<file path="config.mk">
export PLATFORM = sky130hd
export DESIGN_NAME = imem_arb
export DESIGN_NICKNAME = d
export VERILOG_FILES = /design/src/rtl/imem_arb.sv
export SDC_FILE = /design/constraint.sdc
export NUM_CORES = 1
export LEC_CHECK = 0
export ABC_AREA = 1
export CORE_ASPECT_RATIO = 1.1
export CORE_MARGIN = 3
export CORE_UTILIZATION = 40
export CTS_BUF_LIST = sky130_fd_sc_hd__clkbuf_4 sky130_fd_sc_hd__clkbuf_8
export DETAILED_ROUTE_END_ITERATION = 12
export GPL_TIMING_DRIVEN = 0
export PLACE_DENSITY = 0.92
export SYNTH_ARGS = -nofsm -noshare
export SYNTH_HDL_FRONTEND = slang
export SYNTH_SLANG_ARGS = --single-unit
</file>
<file path="constraint.sdc">
create_clock -name clk -period 4 [get_ports clk]
set_input_delay 1 -clock clk [delete_from_list [all_inputs] [get_ports clk]]
set_output_delay 1 -clock clk [all_outputs]
set_load 0.01 [all_outputs]
</file>
<file path="src/rtl/imem_arb.sv">
// Instruction-memory arbiter: a fetch port shares one memory port with a debug read port.
// Debug reads preempt fetch; a fetch response that lands during the debug issue is buffered and replayed.
module imem_arb #(
    parameter int ADDR_W    = 32,
    parameter int DATA_W    = 32,
    parameter int FETCH_MIN = 2
) (
    input  logic              clk,
    input  logic              rst,
    input  logic              f_req,
    input  logic [ADDR_W-1:0] f_addr,
    output logic [DATA_W-1:0] f_rdata,
    output logic [1:0]        f_bad,
    output logic              f_busy,
    input  logic              d_req,
    input  logic [ADDR_W-1:0] d_addr,
    output logic              d_ack,
    output logic [DATA_W-1:0] d_rdata,
    output logic [1:0]        d_bad,
    output logic              m_req,
    output logic [ADDR_W-1:0] m_addr,
    input  logic [DATA_W-1:0] m_rdata,
    input  logic [1:0]        m_bad,
    input  logic              m_busy
);

    typedef enum logic [1:0] {FETCH, DISSUE, DWAIT, REPLAY} state_e;

    localparam logic [3:0] WIN_MIN = 4'(FETCH_MIN);

    state_e              state_q, state_d;
    logic                out_q, out_d;
    logic                own_dbg_q, own_dbg_d;
    logic                buf_vld_q, buf_vld_d;
    logic [DATA_W-1:0]   buf_data_q, buf_data_d;
    logic [1:0]          buf_bad_q, buf_bad_d;
    logic [3:0]          win_q, win_d;
    logic                resp;
    logic                capture;

    assign resp    = out_q && !m_busy;
    assign capture = (state_q == DISSUE) && resp && !own_dbg_q;

    always_comb begin
        state_d    = state_q;
        buf_vld_d  = buf_vld_q;
        buf_data_d = buf_data_q;
        buf_bad_d  = buf_bad_q;
        win_d      = win_q;
        m_req      = 1'b0;
        m_addr     = f_addr;
        f_busy     = 1'b1;
        f_rdata    = '0;
        f_bad      = 2'b00;
        d_ack      = 1'b0;
        d_rdata    = '0;
        d_bad      = 2'b00;
        unique case (state_q)
            FETCH: begin
                m_req   = f_req;
                f_busy  = m_busy;
                f_rdata = m_rdata;
                f_bad   = m_bad;
                if (win_q != 4'hF) win_d = win_q + 4'd1;
                if (d_req && !m_busy && (win_q >= WIN_MIN)) state_d = DISSUE;
            end
            DISSUE: begin
                // m_req tracks d_req so a withdrawn debug read never reaches memory
                m_req  = d_req;
                m_addr = d_addr;
                if (capture) begin
                    buf_vld_d  = 1'b1;
                    buf_data_d = m_rdata;
                    buf_bad_d  = m_bad;
                end
                if (!d_req) begin
                    state_d = (buf_vld_q || capture) ? REPLAY : FETCH;
                end else if (!m_busy) begin
                    state_d = DWAIT;
                end
            end
            DWAIT: begin
                m_addr = d_addr;
                if (!m_busy) begin
                    d_ack   = 1'b1;
                    d_rdata = m_rdata;
                    d_bad   = m_bad;
                    if (buf_vld_q) begin
                        state_d = REPLAY;
                    end else begin
                        state_d = FETCH;
                        win_d   = 4'd0;
                    end
                end
            end
            REPLAY: begin
                m_req   = f_req;
                f_busy  = m_busy;
                f_rdata = buf_data_q;
                f_bad   = buf_bad_q;
                if (!m_busy) begin
                    buf_vld_d = 1'b0;
                    state_d   = FETCH;
                    win_d     = 4'd0;
                end
            end
            default: state_d = FETCH;
        endcase
    end

    always_comb begin
        out_d     = out_q;
        own_dbg_d = own_dbg_q;
        if (m_req && !m_busy) begin
            out_d     = 1'b1;
            own_dbg_d = (state_q == DISSUE);
        end else if (resp) begin
            out_d = 1'b0;
        end
    end

    always_ff @(posedge clk or posedge rst) begin
        if (rst) begin
            state_q    <= FETCH;
            out_q      <= 1'b0;
            own_dbg_q  <= 1'b0;
            buf_vld_q  <= 1'b0;
            buf_data_q <= '0;
            buf_bad_q  <= 2'b00;
            win_q      <= 4'hF;
        end else begin
            state_q    <= state_d;
            out_q      <= out_d;
            own_dbg_q  <= own_dbg_d;
            buf_vld_q  <= buf_vld_d;
            buf_data_q <= buf_data_d;
            buf_bad_q  <= buf_bad_d;
            win_q      <= win_d;
        end
    end

endmodule

</file>
==> qor.log <==
INFO  sta            grt_setup_unrepaired=no
INFO  cts            cts_setup_buffers=0
INFO  grt            global_route.overflow_total=0
INFO  cts            postCtsHoldBufs=0
INFO  critical_path  setup.worst_path.end_class=output pin
INFO  critical_path  critPathMaxStageDelay=0.57ns
INFO  floorplan      start_util=0.424
INFO  floorplan      die_height=97.9µm
INFO  critical_path  cpMaxStageDelayCell=sky130_fd_sc_hd__clkdlybuf4s50_1
INFO  routing        drt_iter0_markers=160
INFO  sta            finalWorstPathRequiredPeriod=3.80ns
INFO  synthesis      ys_warn_count=0
INFO  synthesis      postSynthCellCount=489
INFO  power          peakVddDrop=0.426mV
INFO  grt            top_usage_layer=met2
INFO  grt            groute.layer.met3.usage=0.0852
INFO  cells_and_area synthToLayoutAreaGrowth=74.4%
INFO  cts            post_cts.resized_instances=0
INFO  placed_design  dpl.hpwl=9.63mm
INFO  cts            ctsHtreeMaxLevel=2
INFO  synthesis      ys_seq_area_frac=0.352
INFO  synthesis      yosys_register_bits=43
INFO  cts            cts.sinks=43
INFO  cells_and_area stdcell_count=803
INFO  outcome        status=complete, no violations
INFO  synthesis      synth-edff-count=0
INFO  critical_path  worstPathMaxFanout=10
INFO  hold_path      whs_path_depth=2
INFO  routing        avgRoutedWirePerCell=14.6µm
INFO  sta            finalCritPeriodShare=0.949
INFO  synthesis      synth_most_common_cell=sky130_fd_sc_hd__nand2_1
INFO  power          power-per-cell-area=686mW/mm²
INFO  critical_path  critical_path.reg2reg.startpoint=state_q[1]
INFO  critical_path  worst_ep_arrival_time=2.80ns
INFO  sta            clock-skew-final=0.00470ns
INFO  synthesis      synth_top_cells_by_area=sky130_fd_sc_hd__dfrtp_1 (32%), sky130_fd_sc_hd__nand2_1 (27%), sky130_fd_sc_hd__inv_1 (5.9%)
INFO  sta            slew-limit-headroom=0.407
INFO  job            maxCapViolations=0
INFO  cts            ctsRootBufferMaster=sky130_fd_sc_hd__clkbuf_8
INFO  placed_design  placed_cells_incl_taps=796
INFO  placed_design  port-buffer-count=205
INFO  cts            maximum_clock_path_buffer_count=2
INFO  placed_design  gp_congestion=0.860
INFO  power          p_leak=2.54nW
INFO  synthesis      async_reset_ff_frac=1.00
INFO  floorplan      core=0.00725mm²
INFO  synthesis      netlist_top_cells_count=sky130_fd_sc_hd__nand2_1 (220), sky130_fd_sc_hd__inv_1 (48), sky130_fd_sc_hd__dfrtp_1 (39)
INFO  floorplan      number_of_top_level_design_ports=206
INFO  floorplan      fp.dieArea=0.00876mm²
INFO  cells_and_area final_net_count=813
INFO  critical_path  critical_path.startpoint=m_busy
INFO  grt            grt_max_degree=44
INFO  critical_path  reg2regPathDepth=10
INFO  routing        post-route-drc-count=0
INFO  cells_and_area n_antenna_cell=0
INFO  critical_path  worstSetupPathType=in2out
INFO  grt            grt_first_pass_wirelength=18.7mm
INFO  grt            gr-usage-met1=0.275
INFO  routing        drt_pre_antenna_iters=4
INFO  routing        final_antenna_net_count=0
INFO  sta            max_slew.worst_pin.slew=0.889ns
INFO  synthesis      synth_cell_type_count=25
INFO  sta            timing.final.max_slew_violations=0
INFO  sta            totalNegativeSetupSlack=0ns
INFO  synthesis      netlist_area=0.00307mm²
INFO  critical_path  crit_path_cell_trace=clkdlybuf4s50_1, nor2_1, inv_2, buf_2, nor2_1, clkdlybuf4s50_1
INFO  sta            max_clock_freq=263MHz
INFO  routing        vias_per_cell=4.92
INFO  routing        total_vias_in_the_final_route=3953
INFO  synthesis      yosys.area.top_type_share=0.318
INFO  sta            timing.final.hold_violations=0
INFO  synthesis      synth.avg_cell_area=6.28µm²
INFO  cells_and_area drive_above_1_share=0.0827
INFO  hold_path      hold_path.class=reg2reg
INFO  floorplan      die_width=89.5µm
INFO  cts            clock_pin_slew_worst_setup_and_hold_paths=0.07ns
INFO  synthesis      synthesis.nets=601
INFO  synthesis      postSynth.topFlopCell=sky130_fd_sc_hd__dfrtp_1
INFO  grt            met2_usage_in_global_routing=0.501
INFO  synthesis      library_cell_occupying_the_most_area_in_the_post_synthesis_netlist=sky130_fd_sc_hd__dfrtp_1
INFO  cts            cts_tree=done
INFO  hold_path      hold_start=buf_bad_q[0]
INFO  grt            grt.total_usage=0.269
INFO  critical_path  timing.critical_path.from_type=input port
INFO  cts            tritoncts.num_buffers=5
INFO  sta            setup_viol_count_final=0
INFO  grt            antenna_found_initial=0
INFO  grt            number_of_global_route_vias_before_repair=4002
INFO  critical_path  required=3.00ns
INFO  routing        wirelength=11.7mm
INFO  floorplan      rows=32
INFO  cts            clk_latency=0.29ns
[path summary, 6_finish.rpt]
check	endpoint	slack (ns)
setup reg to reg	state_q[0]	2.33
max in group asynchronous	state_q[1]	2.20
hold / removal	buf_bad_q[0]	0.49
setup / recovery	d_rdata[4]	0.20
min in group asynchronous	buf_data_q[10]	1.24
hold reg to reg	buf_bad_q[0]	0.49
[critical path, delay by kind of cell]
family | cells | cell delay, ns
buf+inv | 4 | 1.43
simple gates | 2 | 0.35
[layout by cell type, fill, tap and decap left out, types with 2 or more instances in the layout]
cell type	synthesis	final
sky130_fd_sc_hd__dfrtp_1	39	39
sky130_fd_sc_hd__o21ai_2	10	10
sky130_fd_sc_hd__dfstp_2	4	4
sky130_fd_sc_hd__clkdlybuf4s50_1	0	205
sky130_fd_sc_hd__clkbuf_1	6	6
sky130_fd_sc_hd__buf_2	19	19
sky130_fd_sc_hd__a21oi_1	35	35
sky130_fd_sc_hd__o21ai_1	6	6
sky130_fd_sc_hd__clkbuf_8	0	5
sky130_fd_sc_hd__inv_2	2	3
sky130_fd_sc_hd__or2_2	2	2
sky130_fd_sc_hd__nand4_1	2	2
sky130_fd_sc_hd__inv_1	48	47
sky130_fd_sc_hd__o21ai_0	24	24
sky130_fd_sc_hd__buf_6	2	2
sky130_fd_sc_hd__nor2_1	38	38
sky130_fd_sc_hd__nand3_1	10	10
sky130_fd_sc_hd__ha_1	9	9
sky130_fd_sc_hd__nand2_1	220	220
sky130_fd_sc_hd__nand2_2	6	6
[stage by stage]
step                      total power [W]  hold WS [ns]  worst slack (ns)  area [µm²]   util
final                             0.00368         0.491             0.203        5360  0.739
after global routing              0.00398         0.512             0.121        5360  0.739
after CTS                         0.00370         0.493             0.230        5360  0.739
after detailed placement          0.00336         0.474             0.229        5250  0.724
after global placement            0.00327         0.464             0.245        5250  0.724
after floorplan                   0.00207         0.448              1.32        3070      -
[state kept, by name, summed over array words and instances, names as in the netlist]
register,flops
buf_data_q,32
own_dbg_q,1
state_q,2
buf_vld_q,1
out_q,1
win_q,4
buf_bad_q,2
[final cells by class]
cell class                 count  area, µm²
tap                          102        128
fill                         550       1890
timing repair buffer         205       2050
inverter                      51        191
multi-input combinational    367       1650
clock buffer                   6       76.3
buffer                        28        148
clock inverter                 1       30.0
sequential                    43       1080
[logic make-up (layout without fill, tap and decap cells)]
group                      count (synthesis)  in the layout  synth area share
DFF                                       43             43             0.352
adders and majority gates                  9              9            0.0367
and+or+nand+nor                          281            281             0.361
AOI/OAI and AO/OA                         77             77             0.140
buffers and inverters                     79            291             0.110
[power breakdown]
group / total, W / internal [W] / switching (W)
logic: 0.00257 / 0.00119 / 0.00137
registers: 0.000774 / 0.000643 / 0.000131
clock network: 0.000333 / 0.000190 / 0.000143
[metal layers]
| metal | wire [µm] | share of wire |
|---|---|---|
| met5 | 0 | 0 |
| met1 | 4120 | 0.35 |
| met3 | 1040 | 0.088 |
| met4 | 329 | 0.028 |
| met2 | 6240 | 0.53 |
No activity file was read; power rests on OpenSTA's default activity.
